### src/rtl/imem_loader.sv
// Program loader: turns a length-prefixed big-endian byte stream into sequential
// instruction-memory word writes and holds the processor in reset until loading ends.
module imem_loader #(
    parameter int unsigned ADDR_WIDTH = 6,
    parameter int unsigned MAX_WORDS  = 64
) (
    input  logic                  clk,
    input  logic                  reset,
    input  logic [7:0]            in_data,
    input  logic                  in_valid,
    output logic                  in_ready,
    output logic                  imem_we,
    output logic [ADDR_WIDTH-1:0] imem_addr,
    output logic [31:0]           imem_wdata,
    output logic                  cpu_reset,
    output logic                  done,
    output logic                  error
);

    localparam int unsigned CNT_W = 16;

    localparam logic [2:0] S_HDR_HI = 3'd0;
    localparam logic [2:0] S_HDR_LO = 3'd1;
    localparam logic [2:0] S_WORD   = 3'd2;
    localparam logic [2:0] S_WRITE  = 3'd3;
    localparam logic [2:0] S_DONE   = 3'd4;
    localparam logic [2:0] S_ERROR  = 3'd5;

    logic [2:0]       state;
    logic [2:0]       state_nxt;
    logic [7:0]       hdr_hi;
    logic [CNT_W-1:0] word_n;
    logic [CNT_W-1:0] word_cnt;
    logic [1:0]       byte_idx;
    logic [23:0]      shift_q;

    logic             xfer_c;
    logic [CNT_W-1:0] hdr_n_c;
    logic             last_word_c;

    assign xfer_c      = in_valid && in_ready;
    assign hdr_n_c     = {hdr_hi, in_data};
    assign last_word_c = (word_cnt == word_n - CNT_W'(1));

    // Next-state logic
    always_comb begin
        state_nxt = state;
        case (state)
            S_HDR_HI: begin
                if (xfer_c) state_nxt = S_HDR_LO;
            end
            S_HDR_LO: begin
                if (xfer_c) begin
                    if (hdr_n_c == '0)
                        state_nxt = S_DONE;
                    else if (hdr_n_c > CNT_W'(MAX_WORDS))
                        state_nxt = S_ERROR;
                    else
                        state_nxt = S_WORD;
                end
            end
            S_WORD: begin
                if (xfer_c && byte_idx == 2'd3) state_nxt = S_WRITE;
            end
            S_WRITE: begin
                state_nxt = last_word_c ? S_DONE : S_WORD;
            end
            S_DONE:  state_nxt = S_DONE;
            S_ERROR: state_nxt = S_ERROR;
            default: state_nxt = S_HDR_HI;
        endcase
    end

    // State register
    always_ff @(posedge clk) begin
        if (reset) state <= S_HDR_HI;
        else       state <= state_nxt;
    end

    // Handshake and status outputs; done/error/cpu_reset follow the state one edge later
    always_ff @(posedge clk) begin
        if (reset) begin
            in_ready  <= 1'b0;
            imem_we   <= 1'b0;
            cpu_reset <= 1'b1;
            done      <= 1'b0;
            error     <= 1'b0;
        end else begin
            in_ready  <= (state_nxt == S_HDR_HI) || (state_nxt == S_HDR_LO) ||
                         (state_nxt == S_WORD);
            imem_we   <= (state_nxt == S_WRITE);
            cpu_reset <= (state != S_DONE);
            done      <= (state == S_DONE);
            error     <= (state == S_ERROR);
        end
    end

    // Header capture, word assembly and write addressing
    always_ff @(posedge clk) begin
        if (reset) begin
            hdr_hi     <= '0;
            word_n     <= '0;
            word_cnt   <= '0;
            byte_idx   <= '0;
            shift_q    <= '0;
            imem_addr  <= '0;
            imem_wdata <= '0;
        end else begin
            case (state)
                S_HDR_HI: begin
                    if (xfer_c) hdr_hi <= in_data;
                end
                S_HDR_LO: begin
                    if (xfer_c) begin
                        word_n   <= hdr_n_c;
                        byte_idx <= '0;
                    end
                end
                S_WORD: begin
                    if (xfer_c) begin
                        shift_q  <= {shift_q[15:0], in_data};
                        byte_idx <= byte_idx + 2'd1;
                        if (byte_idx == 2'd3) imem_wdata <= {shift_q, in_data};
                    end
                end
                S_WRITE: begin
                    // Address advances only when another word follows, so it never wraps
                    if (!last_word_c) begin
                        imem_addr <= imem_addr + ADDR_WIDTH'(1);
                        word_cnt  <= word_cnt + CNT_W'(1);
                    end
                end
                default: begin
                end
            endcase
        end
    end

endmodule

### config.mk
export PLATFORM = sky130hd
export DESIGN_NAME = imem_loader
export DESIGN_NICKNAME = d
export VERILOG_FILES = /design/src/rtl/imem_loader.sv
export SDC_FILE = /design/constraint.sdc
export NUM_CORES = 1
export LEC_CHECK = 0
export ABC_AREA = 1
export CAP_MARGIN = 10
export CORE_UTILIZATION = 25
export DETAILED_ROUTE_END_ITERATION = 10
export PLACE_DENSITY_LB_ADDON = 0.12
export SYNTH_ARGS = -nofsm -noshare
export SYNTH_HDL_FRONTEND = slang
export SYNTH_SLANG_ARGS = --single-unit
### constraint.sdc
create_clock -name clk -period 2.3 [get_ports clk]
set_input_delay 0.46 -clock clk [delete_from_list [all_inputs] [get_ports clk]]
set_output_delay 0.46 -clock clk [all_outputs]
set_load 0.02 [all_outputs]
==> reports/qor.txt <==
Detailed Routing Iterations Pass 1 - 4
HP Class - flop to flop
Synth unique cells - 34
Antenna diodes - 0
WL final - 14700 um
Via count - 4708
Global-route wire length before repair - 23800 um
Synth warn - 0
Relative slew slack - 62.1%
Clk root buf - clkbuf_16
Cell with the most instances after synthesis - nor2_1
R2r startpoint - word_n[1]
Wire per inst - 14.0 um
WS Path Type - flop to flop
Pleak - 2.58 nW
Nets - 785
Max Root-Sink Buffers - 2
Yosys reg bits - 112
Critical-path top delay cell - dfxtp_2
Placer Congestion - 0.871
Latest clock arrival within the worst-skew pair - 0.36 ns
Post-Syn Area - 5220 um^2
Die Span X - 147 um
Yosys top cell area share - 42.9%
DP Wirelength - 10500 um
Worst setup SP type - flop
Post-DRT Antenna Nets - 0
Syn_area_per_cell - 7.31 um^2
Sequential share of the synthesized area - 42.9%
Iteration-0 DRC Markers - 228
Synth area leader - dfxtp_1
Core ar. - 20400 um^2
Total Power - 3.98 mW
Endpoints failing setup - 0
Setup WS pre-CTS - 0.102 ns
Post-Synthesis Cells - 714
Synth area leaders - dfxtp_1, nor2_1, o21ai_0, nand2_1, nand3_1
Initial core utilization - 25.6%
Slew @ Worst Pin - 0.568 ns
GRT Util Overall - 13.9%
Num CTS Buffers - 9
Origin of the worst min-delay path - byte_idx[0]
R2R Path End - word_cnt[3]
Inst Count DP - 1023
Post-synth top cells - nor2_1, dfxtp_1, nand2_1, o21ai_0, inv_1
Die area - 21500 um^2
GRT overflow - 0
Synthesized net count - 729
Die Height - 147 um
Final period utilization - 95.0%
Rows - 52
Fin cells - 1045
Final-report hold violation count - 0
Final min period - 2.19 ns
Worst Hold End - byte_idx[0]
Pwr dens - 611 nW/um^2
Max Cap Viol - 0
Max Slew Vio Count - 0
FILL cells - 2145
H-tree depth - 3
Largest net degree at the start of global routing - 49
Clock transition at path regs - 0.07 ns
Fraction of registers with async set/reset - 0%
Slowest stage delay, CP - 0.34 ns
Port-buffer cells - 53
Worst setup margin - 0.114 ns
Synth Flop Type - dfxtp_1
Vias/cell - 4.51
Residual DRC - 0
Worst reg2reg setup slack - 0.11 ns
Setup TNS - 0 ns
Achievable Freq - 458 MHz
Critical path cell sequence - inv_1 -> ha_1 -> nand2_2 -> nor2_1 -> nand3_1 -> nand2_1 -> nand2_1 -> nor2_2 -> nand4_4 -> buf_12 -> buf_4 -> nand3_1 -> a21oi_2
Crit end category - flop
CTS tree - yes
Required time of the worst setup path - 2.52 ns
Share of layout cells above drive strength 1 - 13.5%
Biggest fanout along the worst timing path - 7
Number of synthesized flops with an enable pin - 0
Syn-to-layout area delta - 24.7%
Outcome - finished clean
Hold path cells - 1
CTS sink cnt - 112
IO Count - 54
Worst reg2reg path depth - 13
Final Skew - 0.00666 ns
Vias in the first global route - 4635
Initial antenna violation count - 0
WP data arrival - 2.41 ns
Maximum VDD drop - 0.364 mV
how the worst max path moves through the flow:
stage          startpoint      endpoint  slack (ns)
5_1_grt         word_n[1]   word_cnt[3]       -0.02
4_1_cts         word_n[1]   word_cnt[3]        0.08
2_1_floorplan   word_n[1]  imem_addr[0]        0.43
3_5_place_dp    word_n[1]  imem_addr[3]        0.10
3_3_place_gp   in_data[3]      in_ready        0.09
6_report        word_n[1]   word_cnt[3]        0.11
final cells by class:
type | count | area (um^2) | share of cell area [%]
clock inverters | 5 | 46.3 | 0.711
repair buffers | 78 | 772 | 11.9
multi-input cells | 512 | 2640 | 40.6
well taps | 270 | 338 | 5.19
flip-flops and latches | 112 | 2240 | 34.5
clock buffers | 11 | 253 | 3.88
inverters | 57 | 214 | 3.29
per-layer routing:
metal | wire, um | track usage [%]
met1 | 7100 | 17.3
met2 | 6820 | 23.8
met3 | 607 | 3.53
met4 | 137 | 3.54
met5 | 0 | 0
where the power goes:
part / switching [mW] / leakage, nW / internal, mW / total, mW
Sequential: 0.0291 / 0.905 / 1.97 / 2.00
Combinational: 0.256 / 1.53 / 0.139 / 0.395
Clock: 0.772 / 0.142 / 0.813 / 1.59
Total: 1.06 / 2.58 / 2.92 / 3.98
flip-flops by register name, indices dropped and copies added (netlist names):
register / flops
imem_wdata: 32
shift_q: 24
word_cnt: 16
word_n: 16
hdr_hi: 8
imem_addr: 6
state: 3
byte_idx: 2
cpu_reset: 1
done: 1
error: 1
imem_we: 1
in_ready: 1
critical path, delay by kind of cell, from the launching register on:
kind,cells,cell delay [ns]
adder cells (fa/ha/maj),1,0.24
AND/OR/NAND/NOR,8,0.98
AO/OA/AOI/OAI,1,0.08
buffers and inverters,3,0.42
flip-flops,1,0.34
stage by stage:
step           area (um^2)  utilization, %  hold WS [ns]
6_report              6510            32.0         0.466
5_1_grt               6510            32.0         0.502
4_1_cts               6400            31.4         0.471
3_5_place_dp          6100            29.9         0.458
3_3_place_gp          6100            29.9         0.444
2_1_floorplan         5220               -         0.429
logic make-up (layout without fill, tap and decap cells):
| logic type | count (synthesis) | in the layout | share of synthesized area (%) |
|---|---|---|---|
| and+or+nand+nor | 340 | 341 | 29.1 |
| buffers and inverters | 91 | 151 | 7.09 |
| xor gates and xnor gates | 28 | 28 | 4.70 |
| AOI/OAI and AO/OA | 139 | 139 | 15.2 |
| adders and majority gates | 4 | 4 | 0.958 |
| DFF | 112 | 112 | 42.9 |
what timing repair did:
item / CTS / global route
resized for setup: 0 / 6
hold buffers: 0 / 0
setup buffers: 0 / 3
endpoints found under the setup margin: 0 / 23
placed cells by master, fill, tap and decap left out, drive strengths merged, types with 4 or more instances in the layout:
cell and count:
a211oi 8, nand4 8, nand3 52, dfxtp 112, clkbuf 12, xor2 17
o21ai 77, xnor2 11, ha 4, a21oi 52, buf 25, inv 58
nand2 109, nor3 7, nor2 157, clkdlybuf4s50 52
Note: power is estimated with default switching activity, not from simulation.
